$ cat src/rtl/game_input_conditioner.sv
// Game input conditioner: synchronizes and debounces four push-buttons,
// generates the game tick, move levels, rate-limited shots and start pulses.
module game_input_conditioner #(
    parameter int DEBOUNCE_CYCLES = 250000,
    parameter int TICK_DIV        = 416667,
    parameter int SHOOT_COOLDOWN  = 12
) (
    input  logic i_Clock,
    input  logic i_Reset,
    input  logic i_BtnLeft,
    input  logic i_BtnRight,
    input  logic i_BtnShoot,
    input  logic i_BtnStart,
    output logic o_Tick,
    output logic o_PlayerMoveLeft,
    output logic o_PlayerMoveRight,
    output logic o_PlayerBulletShoot,
    output logic o_GameStartStop
);

    localparam int DW = (DEBOUNCE_CYCLES > 0) ? $clog2(DEBOUNCE_CYCLES + 1) : 1;
    localparam int TW = (TICK_DIV > 1) ? $clog2(TICK_DIV) : 1;
    localparam int CW = (SHOOT_COOLDOWN > 0) ? $clog2(SHOOT_COOLDOWN + 1) : 1;

    localparam int B_LEFT  = 0;
    localparam int B_RIGHT = 1;
    localparam int B_SHOOT = 2;
    localparam int B_START = 3;

    logic [3:0]    w_Raw;
    logic [3:0]    w_Press;
    logic          w_ShotOk;

    logic [3:0]    r_Sync1;
    logic [3:0]    r_Sync2;
    logic [3:0]    r_Deb;
    logic [3:0]    r_Prev;
    logic [DW-1:0] r_DebCnt [4];
    logic [TW-1:0] r_TickCnt;
    logic [CW-1:0] r_Cool;

    assign w_Raw    = {i_BtnStart, i_BtnShoot, i_BtnRight, i_BtnLeft};
    // Debounced level went released (1) -> pressed (0) at the last edge.
    assign w_Press  = r_Prev & ~r_Deb;
    assign w_ShotOk = w_Press[B_SHOOT] && (r_Cool == '0);

    // Two-flop synchronizers and per-button stable-count debouncers.
    always_ff @(posedge i_Clock or negedge i_Reset) begin
        if (!i_Reset) begin
            r_Sync1 <= 4'hF;
            r_Sync2 <= 4'hF;
            r_Deb   <= 4'hF;
            for (int i = 0; i < 4; i++) begin
                r_DebCnt[i] <= '0;
            end
        end else begin
            r_Sync1 <= w_Raw;
            r_Sync2 <= r_Sync1;
            for (int i = 0; i < 4; i++) begin
                if (r_Sync2[i] == r_Deb[i]) begin
                    r_DebCnt[i] <= '0;
                end else if (r_DebCnt[i] == DW'(DEBOUNCE_CYCLES - 1)) begin
                    r_Deb[i]    <= ~r_Deb[i];
                    r_DebCnt[i] <= '0;
                end else begin
                    r_DebCnt[i] <= r_DebCnt[i] + DW'(1);
                end
            end
        end
    end

    // Free-running tick divider; the pulse is registered off the wrap value.
    always_ff @(posedge i_Clock or negedge i_Reset) begin
        if (!i_Reset) begin
            r_TickCnt <= '0;
            o_Tick    <= 1'b0;
        end else begin
            o_Tick <= (r_TickCnt == TW'(TICK_DIV - 1));
            if (r_TickCnt == TW'(TICK_DIV - 1)) begin
                r_TickCnt <= '0;
            end else begin
                r_TickCnt <= r_TickCnt + TW'(1);
            end
        end
    end

    // Shot cooldown: a load on an accepted shot wins over the tick decrement.
    always_ff @(posedge i_Clock or negedge i_Reset) begin
        if (!i_Reset) begin
            r_Cool <= '0;
        end else if (w_ShotOk) begin
            r_Cool <= CW'(SHOOT_COOLDOWN);
        end else if (o_Tick && (r_Cool != '0)) begin
            r_Cool <= r_Cool - CW'(1);
        end
    end

    // Registered outputs and the previous-state copy for edge detection.
    always_ff @(posedge i_Clock or negedge i_Reset) begin
        if (!i_Reset) begin
            r_Prev              <= 4'hF;
            o_PlayerMoveLeft    <= 1'b0;
            o_PlayerMoveRight   <= 1'b0;
            o_PlayerBulletShoot <= 1'b0;
            o_GameStartStop     <= 1'b0;
        end else begin
            r_Prev              <= r_Deb;
            o_PlayerMoveLeft    <= ~r_Deb[B_LEFT] & r_Deb[B_RIGHT];
            o_PlayerMoveRight   <= ~r_Deb[B_RIGHT] & r_Deb[B_LEFT];
            o_PlayerBulletShoot <= w_ShotOk;
            o_GameStartStop     <= w_Press[B_START];
        end
    end

endmodule

$ cat config.mk
export PLATFORM = sky130hd
export DESIGN_NAME = game_input_conditioner
export DESIGN_NICKNAME = d
export VERILOG_FILES = /design/src/rtl/game_input_conditioner.sv
export SDC_FILE = /design/constraint.sdc
export NUM_CORES = 1
export LEC_CHECK = 0
export BUFFER_PORTS_ARGS = -buffer_cell sky130_fd_sc_hd__buf_2
export CAP_MARGIN = 25
export CORE_ASPECT_RATIO = 2
export CORE_MARGIN = 1.5
export CORE_UTILIZATION = 40
export CTS_BUF_LIST = sky130_fd_sc_hd__clkbuf_2
export CTS_CLUSTER_SIZE = 8
export DETAILED_ROUTE_END_ITERATION = 8
export GPL_TIMING_DRIVEN = 0
export PLACE_DENSITY_LB_ADDON = 0.05
export SETUP_SLACK_MARGIN = 0.4
export SYNTH_ARGS = -nofsm -noshare
export SYNTH_HDL_FRONTEND = slang
export SYNTH_SLANG_ARGS = --single-unit
$ cat constraint.sdc
create_clock -name i_Clock -period 1.9 [get_ports i_Clock]
set_input_delay 0.38 -clock i_Clock [delete_from_list [all_inputs] [get_ports i_Clock]]
set_output_delay 0.38 -clock i_Clock [all_outputs]
set_load 0.005 [all_outputs]
Word-level counts from Yosys, hierarchy flattened:

Cells that the tools add are included.
W data, S select, Z words.

* bits in registers: 116
* input bits: 6
* output and inout port bits: 5
* logic and storage cells: 65

* $add $sub $neg: 6
* eq/ne operators: 9
* multiplexer cells: 11
* bitwise operators: 12
* reduce and logical (&&, ||, !) cells: 9

Operators with widths (number)
* $mux W18: 8
* $add A18 B1 Y18 const B: 4
* $eq A18 B18 Y1 const B: 4
* $add A19 B1 Y19 const B: 1
* $eq A19 B19 Y1 const B: 1
* $mux W19: 1
* $mux W4: 2
* $not A1 Y1: 8
* $reduce_and A2 Y1: 4
* $and A4 B4 Y4: 1
* $eq A1 B1 Y1: 4
* $logic_not A4 Y1: 1
* $not A4 Y4: 1
* $reduce_bool A4 Y1: 1
* $sub A4 B1 Y4 const B: 1
* $and A1 B1 Y1: 2
* $logic_and A1 B1 Y1: 2
* $reduce_bool A2 Y1: 1

Depth between registers and ports, before layout:

Gate-level depths: netlist of run 1.

* depth after elaboration: 4
* gate-level depth with buffers: 6
* gate-level depth less buffers: 6

Least setup slack after synthesis of run 1:

No wires, ideal clock.

* path type: register to register
* start point: register r_DebCnt[49] (netlist name)
* end point: register r_Deb[1]
* setup time: 0.082 ns
* data arrival time: 1.892 ns
* data required time: 1.818 ns
* path slack: -0.074 ns
* stages on the path, launching flop included: 5
* path buffers: 0
* clock period less this slack: 1.974 ns
* cells stage by stage: dfrtp_1 > or4b_1 > or4_4 > nor2_1 > mux2_2

* word-level cells in the longest chain between the ends: 2

RTL lines
* start: declaration: RTL line 38 `logic [DW-1:0] r_DebCnt [4];`
* start signal: indexed assignment: RTL line 66 `r_DebCnt[i] <= r_DebCnt[i] + DW'(1);`
* $eq A18 B18 Y1: RTL line 62 `end else if (r_DebCnt[i] == DW'(DEBOUNCE_CYCLES - 1)) begin`
* $reduce_and A2 Y1 (no source line)
* end signal: indexed assignment: RTL line 63 `r_Deb[i] <= ~r_Deb[i];`
* end: declaration: RTL line 36 `logic [3:0] r_Deb;`

Every way passes these cells.
A chain may end at the register's enable or synchronous reset.

Worst setup path in the final report of run 1:

* start point: register r_DebCnt[47] (netlist name)
* end point: register r_Deb[1]

The elaborated chain is that of the path after synthesis.

==> flow_summary.yaml, run 1 <==
status:
  status: "finished, violations left"
  violations: "negative setup slack"
global_route:
  grt_max_degree: 91
  grt_pass1_wl_um: 20700
  first_global_vias: 4357
  grt-ovfl-total: 0
  grt_use_total_pct: 18.5
  grt_antenna_before_repair: 1
sta:
  fin_ws_ns: -0.183
  final_min_period_over_clock_period_pct: 110
  finalHoldViolCount: 0
  finalHoldWorstSlack_ns: 0.126
  setup_viol: 54
  rsz0062_at_grt: "true"
  final_max_slew_viol_count: 0
  slew_headroom_pct: 67.8
  tightest_slew_ns: 0.483
  final.min_clock_period_ns: 2.08
  fin_worst_skew_ns: 0.0326
  timing.fmax_mhz: 480
place:
  portBuffers: 10
  place.gp.congestion: 0.790
  place_hpwl_um: 7190
  placed_cells: 667
route:
  vias_per_cell: 5.32
  drtIter0Drc: 175
  dr.pass1.iters: 5
  wl_per_cell_um: 16.1
  ant_nets: 0
  route.detailed.drc: 0
  wl_um: 12600
  via_count: 4169
final_layout:
  nets: 632
  area_growth_pct: 38.9
  fin_cells: 784
  drive_gt1_share_pct: 45.8
synth:
  ys_warn_count: 0
  synthCells: 504
  ys_async_sr_fraction_pct: 100
  synth_top_area_cell: "dfrtp_1"
  postSynthNetCount: 518
  synth.top_cells.by_count: "dfrtp_1, nor2_1, xnor2_1"
  ys_seq_area_share_pct: 54.0
  synth.most_common_cell: "dfrtp_1"
  yosys_most_used_dff: "dfrtp_1"
  ys_seq_elements: 114
  yosysUniqueCellTypes: 42
  syn-cell-area_um2: 5310
  synth-edff-count: 0
  syn_area_per_cell_um2: 10.5
  netlist.area_leader.share_pct: 47.1
  ys_top_cells_by_area: "dfrtp_1, xnor2_1, dfstp_2"
power_and_ir_drop:
  p_leak_nw: 2.99
  p_seq_share_pct: 55.3
  power_w: 0.00451
  netSwitchingPower_w: 0.00109
  internal_power_w: 0.00341
  p_sw_share_pct: 24.2
  pwr-share-comb_pct: 5.2
  clkPwrFrac_pct: 39.4
  powerDensity_nw_per_um2: 610
  ir_worst_vdd_uv: 507
job:
  drv_cap: 0
worst_setup_path:
  r2r_start: "r_DebCnt[47]"
  critical_path.max_stage_delay_ns: 0.54
  endpoint: "r_Deb[1]"
  worst_r2r_endpoint: "r_Deb[1]"
  worstPathArrival_ns: 2.66
  r2r_slack_ns: -0.18
  slowest_stage: "or4_4"
  worstSetupPathType: "reg2reg"
  crit_required_ns: 2.48
  r2r_cells: 5
  cp-start-kind: "flop"
  worstPathCellList: "or4_1, or4_4, buf_4, nor2_4, mux2_4"
  crit_start: "r_DebCnt[47]"
  cp-end-kind: "flop"
  crit_fanout: 2
die:
  die_height_um: 166
  num_io_pins: 11
  initial_core_util_pct: 40.9
  die_w_um: 84.5
  row_count: 59
  core_area_um2: 13000
  die_area_um2: 14000
worst_hold_path:
  min_path_type: "in2async"
clock_tree:
  cts_root_buf: "clkbuf_2"
  cts_tree: "yes"
  cts_made_buffers: 17
  cts_sinks: 114
  htreeDepth: 4
  clk_pin_slew_ns: 0.18
  clock_latency_ns: 0.66
  cts.path.max_buffers: 2
power groups by stage:
stage               registers, W  logic (W)  clock network, W
floorplan                0.00253  0.0000677                 0
global placement         0.00253   0.000137                 0
detailed placement       0.00253   0.000148                 0
CTS                      0.00249   0.000210           0.00185
global route             0.00250   0.000267           0.00194
finish                   0.00249   0.000236           0.00178
routing by layer:
layer / share of wire [%] / GRT usage [%] / wire [um]
met1: 36 / 18.8 / 4530
met2: 59 / 35.6 / 7480
met3: 2.2 / 3.88 / 278
met4: 2.4 / 7.29 / 297
met5: 0 / 0 / 0
area by class of cell:
| class | count | area [um2] |
|---|---|---|
| fillers | 1144 | 5610 |
| multi-input cells | 363 | 3050 |
| flip-flops and latches | 114 | 2890 |
| repair buffers | 95 | 832 |
| well taps | 152 | 190 |
| clock inverters | 13 | 166 |
| clock buffers | 19 | 95.1 |
| plain buffers | 8 | 88.8 |
| inverters | 19 | 73.8 |
| diodes | 1 | 2.50 |
kinds of logic after synthesis:
family                     synth area share (%)
muxes                                      1.41
and+or+nand+nor                            24.0
buffers and inverters                      2.38
DFF                                        54.0
AOI/OAI and AO/OA                          4.43
adders and majority gates                  1.88
xor gates and xnor gates                   11.9
flip-flops by register name (all words and copies together), names as in the netlist:
register             cells
o_GameStartStop          1
o_PlayerBulletShoot      1
o_PlayerMoveLeft         1
o_PlayerMoveRight        1
o_Tick                   1
r_Cool                   4
r_Deb                    4
r_DebCnt                72
r_Prev                   2
r_Sync1                  4
r_Sync2                  4
r_TickCnt               19
placed cells by master, fill, tap and decap left out, types with 4 or more instances in the layout:
cell type      count
a21oi_1            6
a21oi_2            8
buf_2              9
buf_4             59
buf_6             22
bufinv_16          4
clkbuf_2          19
clkinv_1           5
dfrtp_1           87
dfrtp_2           13
dfstp_2           14
dlygate4sd3_1      5
ha_1               4
ha_4               4
inv_1             15
nand2_1           13
nand2_2            5
nand3_1           25
nand3_2            8
nand4_1           24
nor2_1            26
nor2_2            30
nor2_4            29
nor3_1            13
nor4_1             8
nor4_4             9
o21ai_0            9
or3_1              5
or4_1              6
or4_4              5
xnor2_1           46
xor2_1            23
worst min path at each step:
stage                     slack (ns)         endpoint  startpoint  cells past startpoint
final                           0.13     r_DebCnt[69]     i_Reset                      2
after global routing            0.08     r_DebCnt[69]     i_Reset                      2
after global placement          0.35       r_Sync2[3]  r_Sync1[3]                      0
after CTS                       0.05     r_DebCnt[69]     i_Reset                      2
after floorplan                 0.08  o_GameStartStop     i_Reset                      0
after detailed placement        0.26     r_DebCnt[69]     i_Reset                      1
stage by stage:
| step | util [%] | setup WS [ns] | TNS [ns] | area [um2] |
|---|---|---|---|---|
| 2_1_floorplan | - | -0.0521 | -1.67 | 5390 |
| 5_1_grt | 56.8 | -0.237 | -10.75 | 7380 |
| 6_report | 56.8 | -0.183 | -7.01 | 7380 |
| 4_1_cts | 51.9 | -0.197 | -8.64 | 6750 |
| 3_5_place_dp | 43.6 | -0.283 | -10.95 | 5660 |
| 3_3_place_gp | 43.3 | -0.986 | -112.28 | 5630 |
worst max-delay path: cells and delay by family, from the launching register on:
| kind | cells | cell delay [ns] |
|---|---|---|
| flops | 1 | 0.43 |
| mux | 1 | 0.31 |
| buf+inv | 1 | 0.16 |
| simple gates | 3 | 1.15 |
repair_timing:
item,CTS,global route
gates resized for setup,94,116
pin swaps,49,37
gates cloned,3,2
hold buffers,5,0
buffers inserted,53,21
endpoints found under the hold margin,114,0
endpoints found under the setup margin,101,103
Note: power is estimated with default switching activity, not from simulation.
==> inputs of run 2 (changes only) <==
--- a/config.mk
+++ b/config.mk
@@ -5,7 +5,7 @@
 export SDC_FILE = /design/constraint.sdc
 export NUM_CORES = 1
 export LEC_CHECK = 0
-export BUFFER_PORTS_ARGS = -buffer_cell sky130_fd_sc_hd__buf_2
+export BUFFER_PORTS_ARGS = -buffer_cell sky130_fd_sc_hd__buf_4
 export CAP_MARGIN = 25
 export CORE_ASPECT_RATIO = 2
 export CORE_MARGIN = 1.5
==> flow_summary.yaml, run 2 (synthesis results as in run 1) <==
status:
  status: "finished, violations left"
  violations: "negative setup slack"
sta:
  finalHoldViolCount: 0
  final.min_clock_period_ns: 2.08
  final_max_slew_viol_count: 0
  fin_worst_skew_ns: 0.0330
  finalHoldWorstSlack_ns: 0.101
  fin_ws_ns: -0.184
  rsz0062_at_grt: "true"
  tightest_slew_ns: 0.487
  slew_headroom_pct: 67.5
  final_min_period_over_clock_period_pct: 110
  timing.fmax_mhz: 480
  setup_viol: 54
final_layout:
  nets: 628
  final_common_cell: "dfrtp_1"
  largest_reg_flops: 72
  top_regs: "r_DebCnt: 72 flops, r_TickCnt: 19 flops"
  fin_cells: 780
  fin_util_pct: 55.9
  largest_register: "r_DebCnt"
  final_cell_mix: "dfrtp_1, buf_4, xnor2_1"
  drive_gt1_share_pct: 42.7
  area_growth_pct: 36.7
clock_tree:
  clk_pin_slew_ns: 0.20
  htreeDepth: 4
  cts_made_buffers: 17
  cts_root_buf: "clkbuf_2"
  clock_latency_ns: 0.67
  cts_tree: "yes"
  cts.path.max_buffers: 2
  cts_sinks: 114
worst_setup_path:
  r2r_slack_ns: -0.18
  worstPathCellList: "or4_1, or4_4, o21ai_4, buf_6, nor2_1"
  worstSetupPathType: "reg2reg"
  cp_top_family: "simple AND/OR/NAND/NOR gates"
  worst_r2r_endpoint: "r_DebCnt[49]"
  cp-start-kind: "flop"
  worstPathArrival_ns: 2.63
  crit_buf_inv: 1
  crit_fanout: 5
  r2r_cells: 5
  path_depth: 5
  cp-end-kind: "flop"
  crit_required_ns: 2.45
  r2r_start: "r_DebCnt[47]"
  critical_path.max_stage_delay_ns: 0.57
  slowest_stage: "or4_4"
route:
  wl_per_cell_um: 15.6
  ant_nets: 0
  vias_per_cell: 5.36
  via_count: 4181
  route.detailed.drc: 0
  drtIter0Drc: 115
  dr.pass1.iters: 4
  wl_um: 12200
global_route:
  first_global_vias: 4393
  grt_use_total_pct: 18.2
  grt_pass1_wl_um: 20500
  grt_max_degree: 91
  grt-ovfl-total: 0
  grt_antenna_before_repair: 1
die:
  die_w_um: 84.5
  row_count: 59
  die_height_um: 166
  core_area_um2: 13000
  initial_core_util_pct: 40.9
  die_area_um2: 14000
  num_io_pins: 11
place:
  place_hpwl_um: 7170
  place.gp.congestion: 0.781
  portBuffers: 10
  placed_cells: 667
  place_ws_ns: -0.273
worst_hold_path:
  min_path_type: "in2async"
job:
  drv_cap: 0
power_and_ir_drop:
  powerDensity_nw_per_um2: 592
  p_leak_nw: 2.94
  ir_worst_vdd_uv: 371
-- run 2: cell count changes in the layout (fill, tap and decap cells not counted), moves of 4 or more --
cell / change
dfrtp_2: -5
dfrtp_1: +5
nor2_1: +4
buf_2: -8
-- run 2: worst max path at each step --
| stage | startpoint | to |
|---|---|---|
| 2_1_floorplan | r_DebCnt[13] | r_DebCnt[10] |
| 3_3_place_gp | r_DebCnt[67] | r_DebCnt[61] |
| 3_5_place_dp | r_DebCnt[67] | r_DebCnt[67] |
| 4_1_cts | r_DebCnt[67] | r_DebCnt[68] |
| 5_1_grt | r_DebCnt[67] | r_DebCnt[63] |
| 6_report | r_DebCnt[47] | r_DebCnt[49] |
-- run 2: layer usage --
layer | part of all wire (%) | up-vias | track usage [%] | wire (um)
met3 | 2.1 | 30 | 4.22 | 257
li1 | - | 1990 | - | -
met1 | 37 | 2108 | 18.9 | 4500
met5 | 0 | - | 0 | 0
met4 | 3.1 | 0 | 7.92 | 376
met2 | 58 | 53 | 33.9 | 7050
-- run 2: final cells by class --
cell class | count | area (um2)
Fill cell | 1144 | 5730
Multi-Input combinational cell | 363 | 2980
Sequential cell | 114 | 2880
Timing Repair Buffer | 91 | 822
Tap cell | 152 | 190
Clock inverter | 15 | 143
Buffer | 8 | 90.1
Clock buffer | 17 | 85.1
Inverter | 19 | 73.8
Antenna cell | 1 | 2.50
-- run 2: stage by stage --
stage / total power, W / setup TNS [ns] / cell area, um2
2_1_floorplan: 0.00260 / -1.67 / 5390
4_1_cts: 0.00434 / -8.12 / 6670
3_5_place_dp: 0.00268 / -10.33 / 5690
3_3_place_gp: 0.00267 / -10.32 / 5660
5_1_grt: 0.00449 / -10.54 / 7260
6_report: 0.00430 / -7.21 / 7260
-- run 2: what timing repair did --
action / CTS / global route
endpoints found under the hold margin: 114 / 0
hold buffers: 5 / 0
pin swaps: 53 / 28
gates resized for setup: 92 / 103
gates cloned: 3 / 2
buffers inserted: 47 / 23
setup endpoints to repair: 101 / 103
-- run 2: power breakdown --
part	switching (W)	total [W]	leakage [nW]	internal [W]
clock network	0.000997	0.00158	0.127	0.000585
logic	0.000131	0.000226	1.31	0.0000950
registers	0.0000286	0.00249	1.51	0.00247
==> inputs of run 3 (changes only) <==
==> constraint.sdc (replaced) <==
create_clock -name i_Clock -period 2.3 [get_ports i_Clock]
set_input_delay 0.46 -clock i_Clock [delete_from_list [all_inputs] [get_ports i_Clock]]
set_output_delay 0.46 -clock i_Clock [all_outputs]
set_load 0.005 [all_outputs]
==> flow_summary.yaml, run 3 (synthesis results as in run 1) <==
route:
  wl_per_cell_um: 15.3
  dr.pass1.iters: 4
  drtIter0Drc: 217
  via_count: 3941
  vias_per_cell: 5.32
  route.detailed.drc: 0
  wl_um: 11300
  ant_nets: 0
die:
  num_io_pins: 11
  die_w_um: 84.5
  die_area_um2: 14000
  row_count: 59
  core_area_um2: 13000
  die_height_um: 166
  initial_core_util_pct: 40.9
power_and_ir_drop:
  p_leak_nw: 2.65
  pwr-share-comb_pct: 4.6
  netSwitchingPower_w: 0.000904
  internal_power_w: 0.00269
  p_sw_share_pct: 25.1
  p_seq_share_pct: 57.2
  clkPwrFrac_pct: 38.2
  powerDensity_nw_per_um2: 554
  ir_worst_vdd_uv: 440
place:
  place_ws_ns: -0.0170
  portBuffers: 10
  place_hpwl_um: 7220
  place.gp.congestion: 0.767
  place_area_um2: 5620
  placed_cells: 667
final_layout:
  top_regs: "r_DebCnt: 72 flops, r_TickCnt: 19 flops"
  final_cell_mix: "dfrtp_1, xnor2_1, nor2_1"
  largest_reg_flops: 72
  largest_register: "r_DebCnt"
  final_cell_area_um2: 6500
  fin_cells: 741
  area_growth_pct: 22.3
  nets: 589
  fin_util_pct: 50.0
  drive_gt1_share_pct: 29.8
  final_common_cell: "dfrtp_1"
worst_setup_path:
  cp-start-kind: "flop"
  r2r_start: "r_DebCnt[64]"
  worstPathArrival_ns: 2.58
  cp-end-kind: "flop"
  r2r_cells: 5
  worst_r2r_endpoint: "r_DebCnt[65]"
  worstSetupPathType: "reg2reg"
  crit_required_ns: 2.82
  r2r_slack_ns: 0.24
  crit_fanout: 5
sta:
  finalSetupTns_ns: 0
  tightest_slew_ns: 0.508
  fin_worst_skew_ns: 0.0323
  finalHoldViolCount: 0
  setup_viol: 0
  timing.fmax_mhz: 485
  fin_ws_ns: 0.239
  rsz0062_at_grt: "true"
  final_min_period_over_clock_period_pct: 89.6
  slew_headroom_pct: 66.1
  final_max_slew_viol_count: 0
  final.min_clock_period_ns: 2.06
clock_tree:
  htreeDepth: 4
  cts_sinks: 114
  clk_pin_slew_ns: 0.17
  cts_root_buf: "clkbuf_2"
  cts_made_buffers: 17
  cts_tree: "yes"
  clock_latency_ns: 0.64
  cts.path.max_buffers: 2
worst_hold_path:
  min_path_type: "in2async"
status:
  status: "finished clean"
global_route:
  first_global_vias: 4146
  grt_antenna_before_repair: 1
  grt_max_degree: 64
  grt-ovfl-total: 0
  grt_pass1_wl_um: 19200
  grt_use_total_pct: 17.1
job:
  drv_cap: 0
-- run 3: per-layer routing --
metal	track usage, %	part of all wire, %
met3	3.98	1.9
met4	7.15	2.4
met2	32.2	57
met1	17.5	39
met5	0	0
-- run 3: worst max path at each step --
stage / start / endpoint / slack [ns] / depth (start not counted)
6_report: r_DebCnt[64] / r_DebCnt[65] / 0.24 / 5
5_1_grt: r_DebCnt[46] / r_DebCnt[41] / 0.21 / 5
4_1_cts: r_DebCnt[46] / r_DebCnt[53] / 0.24 / 5
3_5_place_dp: r_DebCnt[22] / r_DebCnt[32] / -0.02 / 6
3_3_place_gp: r_DebCnt[22] / r_DebCnt[28] / -0.01 / 6
2_1_floorplan: r_DebCnt[13] / r_DebCnt[10] / 0.35 / 5
-- run 3: worst max-delay path, cell delays in order (launching register included) --
cell,delay [ns]
dfrtp_1,0.42
or4_4,0.53
or4_4,0.57
o21ai_4,0.21
buf_6,0.17
nor2_1,0.05
-- run 3: final cells by class --
cell class	instances	area (um2)
Fill cell	1230	6490
Buffer	8	66.3
Multi-Input combinational cell	363	2580
Tap cell	152	190
Inverter	19	71.3
Clock inverter	15	166
Clock buffer	17	85.1
Sequential cell	114	2870
Antenna cell	1	2.50
Timing Repair Buffer	52	464
-- run 3: timing repair --
action / in CTS / in global routing
endpoints found under the hold margin: 49 / 0
setup buffers: 25 / 8
endpoints found under the setup margin: 90 / 89
pin swaps: 37 / 18
resized for setup: 52 / 39
gates cloned: 3 / 0
hold buffers: 5 / 0
-- run 3: through the flow --
stage | hold slack (ns) | power [W]
CTS | 0.262 | 0.00365
global route | 0.279 | 0.00376
floorplan | 0.164 | 0.00214
detailed placement | 0.347 | 0.00222
global placement | 0.345 | 0.00221
finish | 0.316 | 0.00360
-- run 3: power by group through the flow --
stage	registers (W)	clock network [W]	logic, W
2_1_floorplan	0.00209	0	0.0000550
3_3_place_gp	0.00209	0	0.000115
3_5_place_dp	0.00209	0	0.000124
4_1_cts	0.00206	0.00144	0.000159
5_1_grt	0.00206	0.00151	0.000189
6_report	0.00206	0.00137	0.000167
